==> config.mk <==
export PLATFORM = sky130hd
export DESIGN_NAME = i2s_ctrl
export DESIGN_NICKNAME = d
export VERILOG_FILES = /design/src/rtl/i2s_ctrl.sv
export SDC_FILE = /design/constraint.sdc
export NUM_CORES = 1
export LEC_CHECK = 0
export ABC_AREA = 1
export CAP_MARGIN = 20
export CORE_ASPECT_RATIO = 0.7
export CORE_MARGIN = 2
export CORE_UTILIZATION = 40
export CTS_CLUSTER_SIZE = 25
export DETAILED_ROUTE_END_ITERATION = 12
export PLACE_DENSITY = 0.72
export SLEW_MARGIN = 0
export SYNTH_ARGS = -nofsm -noshare
export SYNTH_HDL_FRONTEND = slang
export SYNTH_SLANG_ARGS = --single-unit
==> constraint.sdc <==
create_clock -name clk -period 2 [get_ports clk]
set_input_delay 0.6 -clock clk [delete_from_list [all_inputs] [get_ports clk]]
set_output_delay 0.6 -clock clk [all_outputs]
set_load 0.05 [all_outputs]
==> src/rtl/i2s_ctrl.sv <==
// rtl/i2s_ctrl.sv - I2S receive master: generates SCK/WS, deserialises L/R words, delivers one sample per frame
// Sample handoff is valid/ready; an unconsumed sample is overwritten by the newest one and flagged as overrun.
module i2s_ctrl #(
  parameter int DW     = 16,
  parameter int SLOT   = 32,
  parameter int CLKDIV = 4
) (
  input  logic          clk,
  input  logic          rst,
  input  logic          en,
  input  logic          ws_align,
  input  logic [1:0]    chan_mode,
  input  logic          i2s_din,
  output logic          i2s_sck,
  output logic          i2s_ws,
  output logic [DW-1:0] sample_out,
  output logic          sample_valid,
  input  logic          sample_ready,
  output logic          overrun,
  input  logic          ovr_clr,
  output logic          busy
);

  localparam int DIVW = $clog2(CLKDIV);
  localparam int BCW  = $clog2(2 * SLOT);
  localparam logic [DIVW-1:0] RISE_AT = DIVW'(CLKDIV / 2 - 1);
  localparam logic [DIVW-1:0] FALL_AT = DIVW'(CLKDIV - 1);
  localparam logic [BCW-1:0]  BC_LAST = BCW'(2 * SLOT - 1);

  typedef enum logic {IDLE, RUN} state_t;

  state_t          state, state_d;
  logic [DIVW-1:0] div_cnt;
  logic [BCW-1:0]  bit_cnt, bit_nxt;
  logic [DW-1:0]   left_sr, right_sr, sel;
  logic            rise_tick, fall_tick, frame_end, ws_nxt;
  logic            is_right, capture, ovr_set;
  logic [31:0]     bit_idx, k, off;
  logic signed [DW:0] sum;

  assign rise_tick = (state == RUN) && (div_cnt == RISE_AT);
  assign fall_tick = (state == RUN) && (div_cnt == FALL_AT);
  assign frame_end = fall_tick && (bit_cnt == BC_LAST);
  assign bit_nxt   = (bit_cnt == BC_LAST) ? '0 : bit_cnt + 1'b1;
  assign ws_nxt    = 32'(bit_nxt) >= 32'(SLOT);

  // Position within the current channel slot; I2S mode delays the MSB by one SCK.
  assign bit_idx  = 32'(bit_cnt);
  assign is_right = bit_idx >= 32'(SLOT);
  assign k        = is_right ? bit_idx - 32'(SLOT) : bit_idx;
  assign off      = ws_align ? 32'd0 : 32'd1;
  assign capture  = rise_tick && (k >= off) && (k < off + 32'(DW));

  // One extra bit of headroom makes the sum exact; dropping bit 0 is a floor divide.
  assign sum = $signed({left_sr[DW-1], left_sr}) + $signed({right_sr[DW-1], right_sr});

  always_comb begin
    sel = left_sr;
    case (chan_mode)
      2'b01:   sel = right_sr;
      2'b10:   sel = sum[DW:1];
      default: sel = left_sr;
    endcase
  end

  assign ovr_set = frame_end && sample_valid && !sample_ready;
  assign busy    = (state == RUN);

  always_comb begin
    state_d = state;
    case (state)
      IDLE:    if (en) state_d = RUN;
      RUN:     if (frame_end && !en) state_d = IDLE;
      default: state_d = IDLE;
    endcase
  end

  always_ff @(posedge clk or posedge rst) begin
    if (rst) begin
      state        <= IDLE;
      div_cnt      <= '0;
      bit_cnt      <= '0;
      i2s_sck      <= 1'b0;
      i2s_ws       <= 1'b0;
      left_sr      <= '0;
      right_sr     <= '0;
      sample_out   <= '0;
      sample_valid <= 1'b0;
      overrun      <= 1'b0;
    end else begin
      state <= state_d;
      if (state != RUN) begin
        div_cnt <= '0;
        bit_cnt <= '0;
        i2s_sck <= 1'b0;
        i2s_ws  <= 1'b0;
      end else begin
        div_cnt <= fall_tick ? '0 : div_cnt + 1'b1;
        if (rise_tick) i2s_sck <= 1'b1;
        if (fall_tick) begin
          i2s_sck <= 1'b0;
          bit_cnt <= bit_nxt;
          i2s_ws  <= ws_nxt;
        end
      end

      if (capture) begin
        if (is_right) right_sr <= {right_sr[DW-2:0], i2s_din};
        else          left_sr  <= {left_sr[DW-2:0], i2s_din};
      end

      if (frame_end) begin
        sample_out   <= sel;
        sample_valid <= 1'b1;
      end else if (sample_ready) begin
        sample_valid <= 1'b0;
      end

      if (ovr_set)      overrun <= 1'b1;
      else if (ovr_clr) overrun <= 1'b0;
    end
  end

endmodule

==> metrics.cfg, run 1 <==
[outcome]
status=completed

[timing]
finalMaxSlewViolations=0
skew_ns=0.00578
hold_violations=0
finalSetupTns_ns=0
period_share=0.948
timing.final.setup_violations=0
worst_pin_slew_ns=0.383
fin_crit_ns=1.90
holdWs_ns=0.468
fmax_ghz=0.527
slew_headroom=0.744

[min_path]
hold_path_depth=1
whs_endpoint=div_cnt[0]$_DFF_PP0_
min_from=div_cnt[0]$_DFF_PP0_
hp-class=reg -> reg

[logic_synthesis]
syn_avg_cell_area_um2=7.24
synth_cell_types=31
ys_warn_count=0
synth.ff_latch_count=61
netlist_area_um2=3830
synth_top_cell_by_area=dfrtp_1
synth_top_cell_area_share=0.399
synth_seq_area_share=0.399
syn_nets=561
synthTopCellsByArea=dfrtp_1 (40%), nand2_1 (18%), inv_1 (8.1%)
syn_inst=529

[cells_and_area]
area_growth_pct=25.7
drive_gt1_frac=0.145
antenna_cells=0
fillers=856
fin_nets=606
final_core_util=0.524

[setup_path]
r2r_slack_ns=0.15
reg2reg_depth=15
cpPeakStageDelay_ns=0.49
reg2reg_from=left_sr[1]$_DFFE_PP0P_
r2r-end=sample_out[12]$_DFFE_PP0P_
worstPathMaxFanout=22
end_kind=flop
crit_path_cell_trace=clkdlybuf4s50_1, inv_1, ha_4, buf_12, inv_1, buf_12, nor2_1, nor2_1, nand2_1, nand2_1
crit_arrival_ns=2.12
critPathRequiredTime_ns=2.22
cp-start-kind=primary input
crit_slowest_cell=clkdlybuf4s50_1
critical_path_class=in -> reg

[drt]
remaining_drc_errors=0
drt-initial-drc-count=284
drt-total-wl_um=9760
postRouteAntennaNets=0
avgRoutedWirePerCell_um=13.9
dr_total_vias=3497
avgViaCountPerCell=4.97
dr.pass1.iters=5

[floorplan]
die_w_um=121
std_cell_rows=29
die_y_um=85.9
coreArea_um2=9180
fp.dieArea_um2=10400
floorplan.initialDensity=0.417
ioPinCount=30

[clock_tree]
clock_path_buffers=2
cts_tree=done
cts_buffers=9
cts_sinks=61
hold_buffers=0
cts_root_buffer=clkbuf_16
cts_max_level=3
clk_pin_slew_ns=0.05
clock_latency_ns=0.33

[grt]
grt_pass1_wl_um=15700
antenna_found_initial=0
grt_use_total=0.194
grt_overflow=0
grt_pass1_vias=3244
grt_max_degree=34

[power_and_ir_drop]
leakagePower_nw=2.49
power_density_nw_per_um2=687
vdd_ir_drop_max_mv=0.489

[place]
numPortBuffers=29
place_congestion=0.894
dp_hpwl_um=6950

[flow_run]
drv_cap=0

-- sequential cells by signal, indices dropped and copies added, names as in the netlist, 2 cells and up --
name        cells
left_sr        16
right_sr       16
sample_out     16
bit_cnt         6
div_cnt         2
-- cells in the final DEF, fill, tap and decap left out, drive strengths merged --
master	instances
nand4	3
dfrtp	61
ha	22
nand2	181
o211ai	2
nand3b	4
clkinvlp	2
nor4	1
bufinv	2
or3	1
o21bai	1
clkbuf	15
fa	1
nor2	35
buf	38
clkdlybuf4s50	7
nand3	24
nor3	6
a21oi	46
o22ai	1
o32ai	1
inv	83
a21boi	1
dlymetal6s2s	1
o21ai	38
xor2	1
a22o	1
-- worst max path at each step --
stage                                      start                         end  slack [ns]
after floorplan                         ws_align     right_sr[2]$_DFFE_PP0P_        0.25
after global placement                  ws_align      left_sr[6]$_DFFE_PP0P_       -0.28
after detailed placement                ws_align      left_sr[4]$_DFFE_PP0P_       -0.34
after CTS                               ws_align      left_sr[8]$_DFFE_PP0P_       0.001
after global routing      left_sr[7]$_DFFE_PP0P_  sample_out[12]$_DFFE_PP0P_      -0.003
final                               chan_mode[0]  sample_out[15]$_DFFE_PP0P_        0.10
-- per-stage QoR --
step / setup slack (ns) / instances / cell area [µm²] / total power, mW
after global placement: -0.284 / 682 / 4300 / 1.60
after global routing: -0.00258 / 703 / 4810 / 3.43
after detailed placement: -0.340 / 682 / 4300 / 1.61
after CTS: 0.00103 / 698 / 4630 / 3.31
after floorplan: 0.254 / 529 / 3830 / 1.48
final: 0.104 / 703 / 4810 / 3.30
-- cells by family (layout without fill, tap and decap cells) --
kind of cell	Yosys count	after routing	share of synthesized area
buffers and inverters	99	148	0.112
and+or+nand+nor	254	255	0.279
AOI/OAI and AO/OA	91	91	0.131
DFF	61	61	0.399
xor gates and xnor gates	1	1	0.00229
adders and majority gates	23	23	0.0771
-- worst max-delay path, delay by kind of cell --
family                   cells  cell delay (ns)
AND/OR/NAND/NOR              4             0.29
buffers and inverters        5             0.94
adder cells (fa/ha/maj)      1             0.27
-- power by group --
| part | internal [mW] | switching (mW) |
|---|---|---|
| clock | 1.16 | 0.538 |
| combinational | 0.134 | 0.204 |
| sequential | 1.25 | 0.0175 |
| total | 2.54 | 0.759 |
-- cell type report --
class	count	area, µm²	share of cell area
inverter	84	322	0.0668
multi-input combinational	370	1970	0.409
tap	124	155	0.0322
sequential	61	1530	0.317
clock buffer	13	260	0.0541
clock inverter	3	67.6	0.0140
timing repair buffer	48	513	0.107
-- repair_timing --
| item | in CTS | in global routing |
|---|---|---|
| gates cloned | 0 | 4 |
| setup endpoints to repair | 2 | 36 |
| endpoints found under the hold margin | 0 | 0 |
| buffers inserted | 0 | 1 |
| pin swaps | 0 | 4 |
| gates resized for setup | 2 | 23 |
-- layer usage --
| layer | vias up | track usage | share of wire |
|---|---|---|---|
| li1 | 1761 | - | - |
| met1 | 1622 | 0.274 | 0.49 |
| met2 | 104 | 0.291 | 0.44 |
| met3 | 10 | 0.0559 | 0.059 |
| met4 | 0 | 0.0539 | 0.0085 |
| met5 | - | 0 | 0 |
-- Yosys cell counts --
master and count:
o22ai_1 1, o21ai_0 36, o21ai_1 2, nor2_4 2, xor2_1 1, buf_6 3, o21bai_1 1, a22o_1 1
nand4_4 2, inv_1 83, o211ai_1 2, nor3_1 6, o32ai_2 1, a21oi_2 5, clkbuf_1 6, nand2_1 180
nand3_1 24, a21boi_0 1, nor4_1 1, nand3b_1 4, buf_2 2, nor2_1 33, buf_8 2, buf_4 2
dfrtp_1 61, or3_4 1, a21oi_1 41, nand2_2 1, ha_1 22, fa_1 1, inv_4 1
Power figures use the tool's default switching activity.
==> run 2, diff against run 1 <==
==> constraint.sdc (replaced) <==
create_clock -name clk -period 2 [get_ports clk]
set_input_delay 0.2 -clock clk [delete_from_list [all_inputs] [get_ports clk]]
set_output_delay 0.2 -clock clk [all_outputs]
set_load 0.05 [all_outputs]
==> run 2 against run 1 <==
Sequential power about the same. Sequential share of layout area up 1.2 points. Critical path depth down 9. Worst hold slack worse by 0.31 ns. Non-clock buffer count down 12. Utilization down 1.9 points. Die area unchanged. First-iteration DRC count down 12%. Critical endpoint is now busy.
==> metrics.cfg, run 2 (synthesis gave the netlist of run 1 again) <==
[outcome]
status=completed

[grt]
grt_pass1_wl_um=15600
grt_use_total=0.192
grt_max_degree=47
grt_overflow=0
antenna_found_initial=0
grt_pass1_vias=3172

[drt]
drt-initial-drc-count=251
remaining_drc_errors=0
drt-total-wl_um=9560
avgViaCountPerCell=5.03
dr_total_vias=3472
avgRoutedWirePerCell_um=13.9
dr.pass1.iters=5
postRouteAntennaNets=0

[setup_path]
critical-path-top-delay-family=buffers and inverters
crit_arrival_ns=1.74
crit_path_cell_trace=clkdlybuf4s50_1
cpPeakStageDelay_ns=0.88
worstPathMaxFanout=9
setup.worst_path.end=busy
reg2reg_depth=13
reg2reg_from=left_sr[1]$_DFFE_PP0P_
critPathRequiredTime_ns=1.80
crit_slowest_cell=clkdlybuf4s50_1
cp.buffers_inverters=1
end_kind=primary output
r2r_slack_ns=0.13
cp-start-kind=flop
critical_path_class=reg -> out
crit_path_start=busy$_DFF_PP0_
cp.depth=1
r2r-end=sample_out[4]$_DFFE_PP0P_

[cells_and_area]
postLayoutCellArea_um2=4640
layout_common_cells=nand2_1 (169), inv_1 (82), dfrtp_1 (61)
layout_commonest_cell=nand2_1
multi_input_area_um2=1950
regArea_um2=1530
top_regs=left_sr: 16 flops, right_sr: 16 flops, sample_out: 16 flops
antenna_cells=0
final_core_util=0.505
drive_gt1_frac=0.0936
fin_nets=593
fillers=865
area_growth_pct=21.1

[clock_tree]
hold_buffers=0
cts_sinks=61
cts_resized=0
cts_buffers=9
cts_max_level=3
clock_latency_ns=0.33
post-cts-setup-buffers=0
clk_pin_slew_ns=0.05
cts_tree=done
clock_path_buffers=2
cts_root_buffer=clkbuf_16

[power_and_ir_drop]
leakagePower_nw=2.36
vdd_ir_drop_max_mv=0.592
power_density_nw_per_um2=690

[timing]
finalSetupTns_ns=0
fmax_ghz=0.515
worst_pin_slew_ns=0.518
hold_violations=0
skew_ns=0.00575
fin_crit_ns=1.94
timing.final.setup_violations=0
slew_headroom=0.654
finalMaxSlewViolations=0
period_share=0.972
rsz0062_at_grt=no

[place]
placed_cell_area_um2=4240
dp_hpwl_um=7070
numPortBuffers=29
place_congestion=0.866

[floorplan]
coreArea_um2=9180
ioPinCount=30
fp.dieArea_um2=10400
floorplan.initialDensity=0.417
die_y_um=85.9
die_w_um=121
std_cell_rows=29

[flow_run]
drv_cap=0

[min_path]
hp-class=in -> async

run 2: routing by layer:
metal | wire length, µm | GRT usage | share of wire
met5 | 0 | 0 | 0
met4 | 38 | 0.0317 | 0.0040
met3 | 522 | 0.0505 | 0.055
met2 | 4430 | 0.305 | 0.46
met1 | 4570 | 0.267 | 0.48
run 2: layout make-up:
| class | count | area share |
|---|---|---|
| multi-input cells | 369 | 0.421 |
| clock inverters | 7 | 0.0194 |
| well taps | 124 | 0.0335 |
| repair buffers | 36 | 0.0794 |
| flip-flops and latches | 61 | 0.329 |
| inverters | 84 | 0.0686 |
| clock buffers | 9 | 0.0486 |
run 2: worst min path at each step:
stage          cells after the start  slack [ns]                        from                    endpoint
6_report                           2        0.16                         rst        div_cnt[0]$_DFF_PP0_
5_1_grt                            2        0.19                         rst  sample_out[15]$_DFFE_PP0P_
4_1_cts                            2        0.16                         rst  sample_out[15]$_DFFE_PP0P_
3_5_place_dp                       2        0.47  sample_out[11]$_DFFE_PP0P_  sample_out[11]$_DFFE_PP0P_
3_3_place_gp                       1        0.45        div_cnt[0]$_DFF_PP0_        div_cnt[0]$_DFF_PP0_
2_1_floorplan                      1        0.29                     ovr_clr         overrun$_DFFE_PP0P_
run 2: worst reg2reg max path: stages, from the launching register on:
cell,delay [ns]
dfrtp_1,0.41
buf_4,0.17
ha_1,0.28
nand2_1,0.06
inv_1,0.04
nand2_1,0.07
nand2_2,0.08
nand2_1,0.09
nand2_2,0.09
nand2_1,0.07
nand2_1,0.04
o21ai_0,0.21
nand3_1,0.11
nand2_1,0.08
run 2: through the flow:
step / hold slack (ns) / cells / total power [mW] / setup slack (ns)
after floorplan: 0.287 / 529 / 1.48 / 0.287
after global placement: 0.449 / 674 / 1.57 / 0.0803
after detailed placement: 0.468 / 674 / 1.58 / 0.0278
after CTS: 0.159 / 690 / 3.21 / 0.0402
after global routing: 0.185 / 690 / 3.32 / 0.00281
final: 0.160 / 690 / 3.20 / 0.0567
run 2: power breakdown:
group / leakage, nW / total [mW] / internal (mW) / switching (mW)
Sequential: 0.681 / 1.27 / 1.25 / 0.0188
Combinational: 1.53 / 0.308 / 0.113 / 0.195
Clock: 0.151 / 1.62 / 1.08 / 0.540
Total: 2.36 / 3.20 / 2.45 / 0.753
==> run 3, diff against run 2 <==
- CAP_MARGIN: 20 -> not set
==> results of run 3 <==
The final DEF is identical to that of run 2; final timing and power are the same.
